[src/rtl/div_unit_pkg.sv]
// Shared definitions for the multi-cycle divider: default operand width and FSM
// state encodings.
`timescale 1ns/1ps
package div_unit_pkg;

  localparam int DIV_W_DEF = 32;

  typedef enum logic [1:0] {
    DIV_FREE   = 2'b00,
    DIV_BYZERO = 2'b01,
    DIV_ON     = 2'b10,
    DIV_END    = 2'b11
  } div_state_e;

endpackage

[src/rtl/div_unit_if.sv]
// EXE-stage <-> divider handshake bundle. The master is the EXE stage and stall
// controller; the slave is the divider itself.
`timescale 1ns/1ps
interface div_unit_if #(
    parameter int DIV_W = div_unit_pkg::DIV_W_DEF
);
    logic                 div_start;
    logic                 div_signed;
    logic [DIV_W-1:0]     div_opdata1;
    logic [DIV_W-1:0]     div_opdata2;
    logic                 flush;
    logic                 longest_stall;
    logic                 stallreq_exe;
    logic [2*DIV_W-1:0]   div_result;
    logic                 div_ready;

    modport master (
        output div_start, div_signed, div_opdata1, div_opdata2, flush, longest_stall,
        input  stallreq_exe, div_result, div_ready
    );

    modport slave (
        input  div_start, div_signed, div_opdata1, div_opdata2, flush, longest_stall,
        output stallreq_exe, div_result, div_ready
    );
endinterface

[src/rtl/div_unit.sv]
// Radix-2 restoring divider for DIV/DIVU: one quotient bit per cycle, result
// {HI=remainder, LO=quotient} held in END until the pipeline is released.
`timescale 1ns/1ps
module div_unit
    import div_unit_pkg::*;
#(
    parameter int DIV_W = DIV_W_DEF
) (
    input  logic      cpu_clk_50M,
    input  logic      cpu_rst_n,
    div_unit_if.slave bus
);
    localparam int CNT_W = $clog2(DIV_W + 1);

    div_state_e           state_q, state_d;
    logic [2*DIV_W:0]     work_q, work_d;
    logic [DIV_W-1:0]     dvs_q, dvs_d;
    logic [CNT_W-1:0]     cnt_q, cnt_d;
    logic                 neg_quo_q, neg_quo_d;
    logic                 neg_rem_q, neg_rem_d;
    logic [2*DIV_W-1:0]   result_q, result_d;

    logic                 a_neg, b_neg, by_zero;
    logic [DIV_W-1:0]     abs_a, abs_b;
    logic [DIV_W+1:0]     diff;
    logic [2*DIV_W:0]     step_work;
    logic [DIV_W-1:0]     quo, rem;

    assign a_neg   = bus.div_signed & bus.div_opdata1[DIV_W-1];
    assign b_neg   = bus.div_signed & bus.div_opdata2[DIV_W-1];
    assign abs_a   = a_neg ? -bus.div_opdata1 : bus.div_opdata1;
    assign abs_b   = b_neg ? -bus.div_opdata2 : bus.div_opdata2;
    assign by_zero = (bus.div_opdata2 == '0);

    // work = {partial remainder, remaining dividend bits, quotient bits}; the
    // trial subtract looks at the remainder plus the next dividend bit.
    assign diff      = {1'b0, work_q[2*DIV_W:DIV_W]} - {2'b00, dvs_q};
    assign step_work = diff[DIV_W+1] ? {work_q[2*DIV_W-1:0], 1'b0}
                                     : {diff[DIV_W-1:0], work_q[DIV_W-1:0], 1'b1};
    assign quo       = step_work[DIV_W-1:0];
    assign rem       = step_work[2*DIV_W:DIV_W+1];

    assign bus.stallreq_exe = cpu_rst_n & bus.div_start & ~bus.flush & (state_q != DIV_END);
    assign bus.div_ready    = (state_q == DIV_END);
    assign bus.div_result   = result_q;

    always_ff @(posedge cpu_clk_50M or negedge cpu_rst_n) begin
        if (!cpu_rst_n) begin
            state_q   <= DIV_FREE;
            work_q    <= '0;
            dvs_q     <= '0;
            cnt_q     <= '0;
            neg_quo_q <= 1'b0;
            neg_rem_q <= 1'b0;
            result_q  <= '0;
        end else begin
            state_q   <= state_d;
            work_q    <= work_d;
            dvs_q     <= dvs_d;
            cnt_q     <= cnt_d;
            neg_quo_q <= neg_quo_d;
            neg_rem_q <= neg_rem_d;
            result_q  <= result_d;
        end
    end

    always_comb begin
        state_d   = state_q;
        work_d    = work_q;
        dvs_d     = dvs_q;
        cnt_d     = cnt_q;
        neg_quo_d = neg_quo_q;
        neg_rem_d = neg_rem_q;
        result_d  = result_q;

        if (bus.flush) begin
            state_d  = DIV_FREE;
            cnt_d    = '0;
            result_d = '0;
        end else begin
            unique case (state_q)
                DIV_FREE: begin
                    result_d = '0;
                    if (bus.div_start) begin
                        cnt_d     = '0;
                        dvs_d     = abs_b;
                        neg_quo_d = a_neg ^ b_neg;
                        neg_rem_d = a_neg;
                        // Divide-by-zero parks the raw dividend here so HI is
                        // immune to operand changes after the start cycle.
                        work_d    = {{DIV_W{1'b0}}, (by_zero ? bus.div_opdata1 : abs_a), 1'b0};
                        state_d   = by_zero ? DIV_BYZERO : DIV_ON;
                    end
                end
                DIV_BYZERO: begin
                    result_d = {work_q[DIV_W:1], {DIV_W{1'b1}}};
                    state_d  = DIV_END;
                end
                DIV_ON: begin
                    if (cnt_q == CNT_W'(DIV_W - 1)) begin
                        result_d = {(neg_rem_q ? -rem : rem), (neg_quo_q ? -quo : quo)};
                        state_d  = DIV_END;
                    end else begin
                        work_d = step_work;
                        cnt_d  = cnt_q + CNT_W'(1);
                    end
                end
                DIV_END: begin
                    if (!bus.longest_stall) begin
                        state_d  = DIV_FREE;
                        result_d = '0;
                    end
                end
                default: state_d = DIV_FREE;
            endcase
        end
    end

endmodule

[src/flat_wrapper.sv]
// flat-port wrapper written by rule: the top's interface ports become plain ports
module div_unit_flat import div_unit_pkg::*;
#(
    parameter int DIV_W = DIV_W_DEF
)
  (cpu_clk_50M, cpu_rst_n, bus_div_start, bus_div_signed, bus_div_opdata1, bus_div_opdata2, bus_flush, bus_longest_stall, bus_stallreq_exe, bus_div_result, bus_div_ready);
  div_unit_if #(.DIV_W(DIV_W)) bus_i ();
  input  logic cpu_clk_50M;
  input  logic cpu_rst_n;
  input wire logic [$bits(bus_i.div_start)-1:0] bus_div_start;
  input wire logic [$bits(bus_i.div_signed)-1:0] bus_div_signed;
  input wire logic [$bits(bus_i.div_opdata1)-1:0] bus_div_opdata1;
  input wire logic [$bits(bus_i.div_opdata2)-1:0] bus_div_opdata2;
  input wire logic [$bits(bus_i.flush)-1:0] bus_flush;
  input wire logic [$bits(bus_i.longest_stall)-1:0] bus_longest_stall;
  output wire logic [$bits(bus_i.stallreq_exe)-1:0] bus_stallreq_exe;
  output wire logic [$bits(bus_i.div_result)-1:0] bus_div_result;
  output wire logic [$bits(bus_i.div_ready)-1:0] bus_div_ready;
  assign bus_i.div_start = bus_div_start;
  assign bus_i.div_signed = bus_div_signed;
  assign bus_i.div_opdata1 = bus_div_opdata1;
  assign bus_i.div_opdata2 = bus_div_opdata2;
  assign bus_i.flush = bus_flush;
  assign bus_i.longest_stall = bus_longest_stall;
  assign bus_stallreq_exe = bus_i.stallreq_exe;
  assign bus_div_result = bus_i.div_result;
  assign bus_div_ready = bus_i.div_ready;
  div_unit #(.DIV_W(DIV_W)) u_core (.cpu_clk_50M(cpu_clk_50M), .cpu_rst_n(cpu_rst_n), .bus(bus_i));
endmodule
[config.mk]
export PLATFORM = sky130hd
export DESIGN_NAME = div_unit_flat
export DESIGN_NICKNAME = d
export VERILOG_FILES = /design/src/rtl/div_unit_pkg.sv /design/src/rtl/div_unit_if.sv /design/src/rtl/div_unit.sv /design/src/flat_wrapper.sv
export SDC_FILE = /design/constraint.sdc
export NUM_CORES = 1
export LEC_CHECK = 0
export ABC_AREA = 1
export CAP_MARGIN = 10
export CORE_ASPECT_RATIO = 1.1
export CORE_MARGIN = 2
export CORE_UTILIZATION = 37
export CTS_CLUSTER_DIAMETER = 120
export DETAILED_ROUTE_END_ITERATION = 8
export SLEW_MARGIN = 30
export SYNTH_ARGS = -nofsm -noshare
export SYNTH_HDL_FRONTEND = slang
export SYNTH_SLANG_ARGS = --single-unit
[constraint.sdc]
create_clock -name cpu_clk_50M -period 4.1 [get_ports cpu_clk_50M]
set_input_delay 0.615 -clock cpu_clk_50M [delete_from_list [all_inputs] [get_ports cpu_clk_50M]]
set_output_delay 0.615 -clock cpu_clk_50M [all_outputs]
set_load 0.005 [all_outputs]
**Word level (Yosys, flattened, before mapping)**

Index checks and enable logic that the tools add are counted.

- Bits in registers: 171
- Bits of input ports: 70
- Output and inout port bits: 66
- Word-level logic and storage cells: 63

- Add/sub/neg operators: 6
- Equal/unequal tests: 11
- Mux-type cells: 23
- Bitwise operators: 7
- Reductions and logical operators: 9

Operators by type and width:

| cell | count |
|---|---|
| $pmux 64 s4 | 1 |
| $mux 65 | 3 |
| $mux 64 | 3 |
| $mux 32 | 5 |
| $pmux 65 s2 | 1 |
| $neg 32->32 | 4 |
| $sub 33x32->34 | 1 |
| $logic_not 32->1 | 1 |
| $mux 6 | 3 |
| $pmux 6 s2 | 1 |
| $mux 2 | 5 |
| $ne 3x3->1 const B | 3 |
| $reduce_and 3->1 | 3 |
| $pmux 2 s4 | 1 |
| $add 6x1->6 const B | 1 |
| $eq 6x5->1 const B | 1 |
| $ne 2x2->1 const B | 3 |
| $and 1x1->1 | 5 |
| $eq 2x2->1 const B | 2 |
| $reduce_and 4->1 | 1 |
| $ne 3x2->1 const B | 1 |
| $reduce_bool 3->1 | 1 |
| $eq 2x1->1 const B | 1 |
| $logic_not 2->1 | 1 |
| 4 further kinds | 4 |

**Depth between registers and ports, before layout**

Gate-level depths: netlist of the first run.

- Depth in word-level cells: 7
- Gate-level depth with buffers: 28

**Least setup slack after synthesis of the first run**

Ideal clock, no wire load.

- Path type: reg-to-reg
- Start: register u_core.work_q[34]
- End: register u_core.result_q[26], in the netlist u_core.bus.div_result[26]
- Arrival: 3.494 ns
- Path slack: 0.473 ns
- Cell stages (with the launch flop): 25
- Clock period less this slack: 3.627 ns
- Cell sequence: dfrtp_1 -> ha_1 -> nand2_1 -> nand2_1 -> nand2_1 -> nand2_1 -> nand2_1 -> nand3_2 -> nand2_2 -> nand2_4 -> a21oi_2 -> buf_2 -> ha_1 -> inv_1 -> nor3_1 -> nand3_1 -> nor2_1 -> nand4_1 -> nor2_1 -> nand3_1 -> o21ai_0 -> o21ai_0 -> or2_2 -> a21oi_1 -> o21ai_0

- Cells in the longest elaborated chain, start to end: 7

Ends and longest elaborated chain:

| item | line | text |
|---|---|---|
| start, declared | div_unit.sv:16 | `logic [2*DIV_W:0] work_q, work_d;` |
| start signal, assigned | div_unit.sv:58 | `work_q <= work_d;` |
| $sub 33x32->34 | div_unit.sv:37 | `assign diff = {1'b0, work_q[2*DIV_W:DIV_W]} - {2'b00, dvs_q};` |
| $mux 65 | div_unit.sv:38 | `assign step_work = diff[DIV_W+1] ? {work_q[2*DIV_W-1:0], 1'b0}` |
| $neg 32->32 | div_unit.sv:101 | `result_d = {(neg_rem_q ? -rem : rem), (neg_quo_q ? -quo : quo)};` |
| $mux 32 | div_unit.sv:101 |  |
| $mux 64 | div_unit.sv:100 | `if (cnt_q == CNT_W'(DIV_W - 1)) begin` |
| $pmux 64 s4 | div_unit.sv:81 | `unique case (state_q)` |
| $mux 64 | div_unit.sv:76 | `if (bus.flush) begin` |
| end signal, assigned | div_unit.sv:63 | `result_q <= result_d;` |
| end, declared | div_unit.sv:21 | `logic [2*DIV_W-1:0] result_q, result_d;` |

No other way between the ends. The select of a mux whose other input is x is not followed.
A chain may end at the register's enable or synchronous reset.

**Final worst setup path of the first run**

- Start: register u_core.work_q[34]
- End: register u_core.result_q[28], in the netlist u_core.bus.div_result[28]

Same word-level chain as after synthesis.

==> impl_results.md, run 1 <==
- Global route total overflow: 0
- Routed WL: about 48000 um
- Post-DRT Antenna Nets: 0
- Peak clock frequency supported by timing: 0.270 GHz
- Rel. slew slack: 49.3%
- Critical path arrival: around 4 ns
- Cell with the most instances on the worst path: sky130_fd_sc_hd__nand2_1
- Commonest non-fill, non-tap cell in the layout: sky130_fd_sc_hd__nand2_1
- Count of endpoints failing setup in the final report: 0
- Final number of max-transition violations: 0
- Fin nets: about 2400
- Number of CTS-inserted buffers: 17
- Min-Delay Path Class: in2async
- Antenna diode count: 0
- Cell row count: 73
- Share of layout cells above drive strength 1: under 10%
- Number of different library cells in the post-synthesis netlist: 52
- Detailed Place HPWL: 37800 um
- Total die area: roughly 0.039 mm2
- Worst slew pin tran: about 0.76 ns
- Largest delay contributor family on the critical path: simple AND/OR/NAND/NOR gates
- Antenna violations before repair: 0
- Post-synthesis sequential element count: roughly 170
- Post-route DRC: 0
- Max-Cap Viols: 0
- Netlist Area Pre-Place: around 0.014 mm2
- FF-to-FF setup slack: 0.39 ns
- Setup repair after global routing missed its margin: false
- Highest-delay cell along the critical path: sky130_fd_sc_hd__dfrtp_1
- Capture instance of the worst register-to-register path: u_core.bus.div_result[28]$_DFFE_PN0P_
- Post-Layout Inst Area: around 0.016 mm2
- Die extent in y: 206 um
- First-pass GRT wire length: between 70000 and 80000 um
- Kind of launch point of the worst setup path: flip-flop
- Number of top-level pins: ~140
- Worst-skew pair later-pin latency: ~0.46 ns
- Area of the core: approximately 0.036 mm2
- Area growth from synthesis to layout: 18.6%
- Starting density of the core: 37.7%
- Clock-pin slew on the worst setup and hold paths: about 0.08 ns
- Commonest cells after routing, fill and taps aside: sky130_fd_sc_hd__nand2_1, sky130_fd_sc_hd__inv_1, sky130_fd_sc_hd__o21ai_0
- Routed WL per cell: roughly 17 um
- Number of hold buffers added after CTS: 0
- Starting DRT DRC Count: approximately 1400
- Detailed Routing Iterations Pass 1: 6
- Area post-placement: around 0.016 mm2
- Fin. Hold Viols: 0
- Largest net degree at the start of global routing: approximately 170
- Warnings, synthesis: 0
- Synthesized net count: about 2300
- Via count: about 14000
- Placed Instances: around 2700
- Total routing usage reported by global routing: 25.3%
- Startpoint of the worst-slack reg-to-reg timing path: u_core.work_q[34]$_DFFE_PN0P_
- Number of buffers and inverters on the critical path: 2
- Worst R2R Path Depth: 24
- CTS Root Cell: sky130_fd_sc_hd__clkbuf_16
- Clock tree from TritonCTS: built
- Detailed-route vias per instance: slightly above 5
- Minimum clock period after layout: between 3 and 4 ns
- Capturing element type of the critical path: flip-flop
- Via count of the first global-routing pass: 13800
- Average size of a mapped cell: between 6 and 7 um2
- Setup TNS: 0 ns
- Outcome: complete, no violations
- TritonCTS sink count: between 150 and 200
- Sequence of cells on the critical path: ha_1 > nand2_1 > nand2_1 > nand2_1 > nand2_1 > nand2_1 > nand3_2 > nand2_2 > nand2_4 > a21oi_2 > ha_1 > inv_1 > nor3_2 > nand3_1 > nor2_2 > nand4_1 > nor2_1 > nand3_1 > o21ai_1 > buf_4 > o21ai_0 > nor2_1 > o21ai_0 > a22o_1
- Bufs on Longest Clock Path: 2
- Routability cong.: 0.926
- Horiz. Die Dim: around 190 um
- Worst clock skew: roughly 0.012 ns
- Maximum fanout along the worst path: 6
- Crit-path max cell delay: roughly 0.42 ns
- Required @ worst endpoint: 4.44 ns
- Cell count after synthesis: between 2000 and 2500
- Final cycle utilization of the critical path: around nine tenths
- Critical path type: reg2reg
- PortBufs: 135
- Number of gates on the worst path with buffers counted: 24
- H-Tree Level Count: 4
- Fraction of the yosys area taken by sequential cells: a little under a third
- Non-filler cells, final: 2759
[worst max-delay path by stage]
stage / start / endpoint / slack (ns)
after floorplan: u_core.work_q[34]$_DFFE_PN0P_ / u_core.bus.div_result[26]$_DFFE_PN0P_ / 0.47
after global placement: bus_div_opdata2[0] / u_core.work_q[29]$_DFFE_PN0P_ / 0.16
after detailed placement: bus_div_opdata2[1] / u_core.work_q[29]$_DFFE_PN0P_ / 0.15
after CTS: u_core.work_q[34]$_DFFE_PN0P_ / u_core.bus.div_result[28]$_DFFE_PN0P_ / 0.27
after global routing: u_core.work_q[34]$_DFFE_PN0P_ / u_core.bus.div_result[28]$_DFFE_PN0P_ / 0.0004
final: u_core.work_q[34]$_DFFE_PN0P_ / u_core.bus.div_result[28]$_DFFE_PN0P_ / 0.39
[synthesized netlist by cell type (all sizes together)]
| library cell | count | area [um2] |
|---|---|---|
| nand2 | 693 | 2690 |
| inv | 292 | 1100 |
| o21ai | 227 | 1180 |
| nor2 | 203 | 800 |
| dfrtp | 171 | 4280 |
| nand3 | 133 | 693 |
| a21oi | 100 | 504 |
| xor2 | 56 | 490 |
| clkbuf | 49 | 184 |
| ha | 41 | 513 |
| nor3 | 27 | 158 |
| buf | 25 | 188 |
| nand4 | 20 | 125 |
| o22ai | 19 | 119 |
| xnor2 | 17 | 149 |
| a22o | 11 | 96.3 |
| nor4 | 10 | 62.6 |
| a31oi | 9 | 56.3 |
| or2 | 6 | 37.5 |
| and2 | 5 | 31.3 |
| clkinv | 5 | 18.8 |
| a21o | 4 | 30.0 |
| nand3b | 4 | 30.0 |
| a22oi | 3 | 22.5 |
| nor3b | 3 | 22.5 |
| and3 | 2 | 12.5 |
| o211ai | 2 | 15.0 |
| o21bai | 2 | 15.0 |
| a311oi | 1 | 8.76 |
| a32o | 1 | 10.0 |
| a41oi | 1 | 8.76 |
| fa | 1 | 20.0 |
| mux2 | 1 | 11.3 |
| o31ai | 1 | 7.51 |
[sequential cells by signal, summed over array words and instances, names as in the netlist]
| name | flops |
|---|---|
| u_core.neg_quo_q | 1 |
| u_core.cnt_q | 6 |
| u_core.dvs_q | 32 |
| u_core.neg_rem_q | 1 |
| u_core.state_q | 2 |
| u_core.work_q | 65 |
| u_core.bus.div_result | 64 |
[kinds of logic (layout without fill, tap and decap cells)]
| group | after synthesis | after routing | share of synthesized area, % |
|---|---|---|---|
| AND/OR/NAND/NOR | 1106 | 1106 | 34.1 |
| AO/OA/AOI/OAI | 381 | 381 | 15.1 |
| buffers and inverters | 371 | 498 | 10.9 |
| flip-flops | 171 | 171 | 31.3 |
| XOR/XNOR | 73 | 73 | 4.67 |
| adder cells (fa/ha/maj) | 42 | 42 | 3.90 |
| multiplexers | 1 | 1 | 0.0823 |
[final cells by class]
| class | count | area (um2) |
|---|---|---|
| clock inverters | 15 | 203 |
| flip-flops and latches | 171 | 4280 |
| well taps | 487 | 609 |
| multi-input cells | 1603 | 7940 |
| repair buffers | 169 | 1660 |
| inverters | 297 | 1120 |
| clock buffers | 17 | 425 |
| fillers | 3833 | 20000 |
[timing repair]
item	CTS	global route
gates resized for setup	0	4
endpoints found under the setup margin	0	6
hold endpoints to repair	0	0
setup buffers	0	0
[through the flow]
step / setup slack (ns) / hold WS [ns] / util (%)
final: 0.395 / 0.132 / 44.8
after global routing: 0.000359 / 0.152 / 44.8
after CTS: 0.274 / 0.383 / 44.6
after detailed placement: 0.149 / 0.466 / 42.9
after global placement: 0.156 / 0.466 / 42.9
after floorplan: 0.473 / 0.319 / -
[layer usage]
layer / share of wire [%] / track usage, % / up-vias
met4: 2.4 / 7.77 / 0
met5: 0 / 0 / -
li1: - / - / 7099
met1: 44 / 32.7 / 6728
met3: 4.5 / 2.78 / 61
met2: 49 / 44.4 / 407
Power of run 1 is left out: the tool's default activity adds up to more than one toggle a clock period on the data nets, which glitch-free logic cannot reach.
==> run 2, diff against run 1 <==
--- a/config.mk
+++ b/config.mk
@@ -16,3 +16,4 @@
 export SYNTH_ARGS = -nofsm -noshare
 export SYNTH_HDL_FRONTEND = slang
 export SYNTH_SLANG_ARGS = --single-unit
+export TNS_END_PERCENT = 1
==> results of run 2 <==
No change in the layout: final DEF, timing and power equal those of run 1.
Power of run 2 is left out for the same reason.
==> run 3, diff against run 2 <==
--- a/config.mk
+++ b/config.mk
@@ -7,7 +7,7 @@
 export LEC_CHECK = 0
 export ABC_AREA = 1
 export CAP_MARGIN = 10
-export CORE_ASPECT_RATIO = 1.1
+export CORE_ASPECT_RATIO = 0.75
 export CORE_MARGIN = 2
 export CORE_UTILIZATION = 37
 export CTS_CLUSTER_DIAMETER = 120
==> impl_results.md, run 3 (same netlist as run 1, synthesis figures left out) <==
- Outcome: complete, no violations
- TritonCTS sink count: 171 (unchanged)
- Kind of launch point of the worst setup path: flip-flop
- Final cycle utilization of the critical path: 92.9% (+2.5 points)
- Fin nets: 2377 (+0.25%)
- Sequence of cells on the critical path: ha_1 > nand2_1 > nor2_2 > nand3_1 > nand3_2 > nand2_2 > nand2_4 > a21oi_4 > ha_1 > inv_1 > nor3_2 > nand3_2 > nor2_2 > nand4_1 > nor2_2 > nand3_2 > o21ai_2 > buf_4 > o21ai_0 > nor2_1 > o21ai_1 > a22o_1
- Routed WL per cell: 18.2 um (+4.7%)
- Area of the core: 0.0362 mm2 (-0.21%)
- Total routing usage reported by global routing: 26.5% (+1.2 points)
- Share of layout cells above drive strength 1: 6.54% (+0.51 points)
- Routed WL: 50500 um (+5.3%)
- Rel. slew slack: 35.9% (-13 points)
- Die extent in y: 171 um (-17%)
- Critical path type: reg2reg
- Detailed-route vias per instance: 5.25 (+1.3%)
- Detailed Place HPWL: 40000 um (+5.9%)
- Capture instance of the worst register-to-register path: u_core.bus.div_result[28]$_DFFE_PN0P_
- Count of endpoints failing setup in the final report: 0 (unchanged)
- Required @ worst endpoint: 4.45 ns (about the same)
- Max-Cap Viols: 0 (unchanged)
- Worst-skew pair later-pin latency: 0.45 ns (about the same)
- Antenna violations before repair: 1 (+1)
- Min-Delay Path Class: in2async
- Worst slew pin tran: 0.960 ns (+0.200 ns)
- Commonest non-fill, non-tap cell in the layout: sky130_fd_sc_hd__nand2_1
- Crit-path max cell delay: 0.44 ns (+0.02 ns)
- Number of buffers and inverters on the critical path: 2 (unchanged)
- Routability cong.: 1.01 (+8.8%)
- Worst clock skew: 0.0115 ns (-0.000319 ns)
- Area growth from synthesis to layout: 19.0%
- Number of top-level pins: 136 (unchanged)
- Setup TNS: 0 ns (unchanged)
- Critical path arrival: 4.16 ns (+0.11 ns)
- Cell row count: 60 (-18%)
- Post-route DRC: 0 (unchanged)
- Commonest cells after routing, fill and taps aside: sky130_fd_sc_hd__nand2_1, sky130_fd_sc_hd__inv_1, sky130_fd_sc_hd__o21ai_0
- H-Tree Level Count: 4 (unchanged)
- Starting DRT DRC Count: 1642 (+22%)
- First-pass GRT wire length: 78000 um (+2.5%)
- Antenna diode count: 0 (unchanged)
- Minimum clock period after layout: 3.81 ns (+0.103 ns)
- Via count of the first global-routing pass: 13400 (-2.9%)
- Total die area: 0.0386 mm2 (about the same)
- Worst R2R Path Depth: 22 (-8.3%)
- Final number of max-transition violations: 0 (unchanged)
- Clock-pin slew on the worst setup and hold paths: 0.07 ns (about the same)
- Startpoint of the worst-slack reg-to-reg timing path: u_core.work_q[37]$_DFFE_PN0P_
- Global route total overflow: 0 (unchanged)
- Peak clock frequency supported by timing: 0.263 GHz (-2.7%)
- Starting density of the core: 37.8% (+0.080 points)
- Post-DRT Antenna Nets: 0 (unchanged)
- Clock tree from TritonCTS: built
- CTS Root Cell: sky130_fd_sc_hd__clkbuf_16
- Max reg flops: 65 (unchanged)
- Largest net degree at the start of global routing: 109 (-37%)
- FF-to-FF setup slack: 0.29 ns (-0.10 ns)
- Detailed Routing Iterations Pass 1: 6 (unchanged)
- Number of hold buffers added after CTS: 0 (unchanged)
- Largest delay contributor family on the critical path: simple AND/OR/NAND/NOR gates
- Bufs on Longest Clock Path: 2 (unchanged)
- Top register by number of flip-flops: u_core.work_q
- Via count: 14600 (+1.8%)
- PortBufs: 135 (unchanged)
- Capturing element type of the critical path: flip-flop
- Number of CTS-inserted buffers: 17 (unchanged)
- Horiz. Die Dim: 226 um (+21%)
- Highest-delay cell along the critical path: sky130_fd_sc_hd__dfrtp_1
- Maximum fanout along the worst path: 4 (-2)
- Fin. Hold Viols: 0 (unchanged)
## run 3: cell count changes in the layout (fill, tap and decap cells not counted), moves of 2 or more
cell and change:
sky130_fd_sc_hd__buf_4 +7, sky130_fd_sc_hd__clkinv_8 -5, sky130_fd_sc_hd__clkinvlp_4 +3, sky130_fd_sc_hd__ha_1 -3, sky130_fd_sc_hd__bufinv_16 +2, sky130_fd_sc_hd__clkinv_2 +2, sky130_fd_sc_hd__ha_2 +2, sky130_fd_sc_hd__nand3_1 -2
sky130_fd_sc_hd__nand3_2 +2
## run 3: worst reg2reg max path, stage by stage (launching register included)
cell	delay [ns]
sky130_fd_sc_hd__dfrtp_1	0.44
sky130_fd_sc_hd__ha_1	0.37
sky130_fd_sc_hd__nand2_1	0.16
sky130_fd_sc_hd__nor2_2	0.07
sky130_fd_sc_hd__nand3_1	0.08
sky130_fd_sc_hd__nand3_2	0.16
sky130_fd_sc_hd__nand2_2	0.13
sky130_fd_sc_hd__nand2_4	0.08
sky130_fd_sc_hd__a21oi_4	0.18
sky130_fd_sc_hd__ha_1	0.20
sky130_fd_sc_hd__inv_1	0.06
sky130_fd_sc_hd__nor3_2	0.18
sky130_fd_sc_hd__nand3_2	0.14
sky130_fd_sc_hd__nor2_2	0.12
sky130_fd_sc_hd__nand4_1	0.17
sky130_fd_sc_hd__nor2_2	0.19
sky130_fd_sc_hd__nand3_2	0.14
sky130_fd_sc_hd__o21ai_2	0.17
sky130_fd_sc_hd__buf_4	0.13
sky130_fd_sc_hd__o21ai_0	0.10
sky130_fd_sc_hd__nor2_1	0.12
sky130_fd_sc_hd__o21ai_1	0.08
sky130_fd_sc_hd__a22o_1	0.23
## run 3: layer usage
layer  wire length (um)  track usage, %
met1              25400            41.5
met2              20100            37.0
met4                540            4.26
met5                  0               0
met3               4440            6.08
## run 3: area by class of cell
type	instances	area [um2]
clock inverters	15	186
fillers	3820	19900
flip-flops and latches	171	4280
repair buffers	175	1680
multi-input cells	1603	7980
clock buffers	17	425
well taps	496	621
inverters	297	1120
## run 3: through the flow
| step | hold WS (ns) | util, % | cells | setup WS (ns) | cell area, um2 |
|---|---|---|---|---|---|
| after global routing | 0.0677 | 45.0 | 2774 | -0.0540 | 16300 |
| final | 0.0594 | 45.0 | 2774 | 0.291 | 16300 |
| after global placement | 0.465 | 43.2 | 2741 | 0.122 | 15600 |
| after detailed placement | 0.472 | 43.2 | 2741 | -0.0181 | 15600 |
| after floorplan | 0.319 | - | 2145 | 0.473 | 13700 |
| after CTS | 0.0598 | 44.9 | 2773 | 0.00838 | 16200 |
## run 3: worst max path at each step
stage | from | endpoint | slack [ns] | cells past startpoint
finish | u_core.work_q[37]$_DFFE_PN0P_ | u_core.bus.div_result[28]$_DFFE_PN0P_ | 0.29 | 22
detailed placement | u_core.work_q[46]$_DFFE_PN0P_ | u_core.bus.div_result[28]$_DFFE_PN0P_ | -0.02 | 24
global placement | u_core.work_q[46]$_DFFE_PN0P_ | u_core.bus.div_result[26]$_DFFE_PN0P_ | 0.12 | 23
global route | u_core.dvs_q[4]$_DFFE_PN0P_ | u_core.bus.div_result[28]$_DFFE_PN0P_ | -0.05 | 26
CTS | u_core.work_q[46]$_DFFE_PN0P_ | u_core.bus.div_result[28]$_DFFE_PN0P_ | 0.008 | 24
floorplan | u_core.work_q[34]$_DFFE_PN0P_ | u_core.bus.div_result[26]$_DFFE_PN0P_ | 0.47 | 24
## run 3: what timing repair did
item | 4_1_cts | 5_1_grt
resized for setup | 1 | 11
pin swaps | 0 | 2
setup endpoints to repair | 2 | 7
buffers inserted | 0 | 1
Power of run 3 is left out for the same reason.
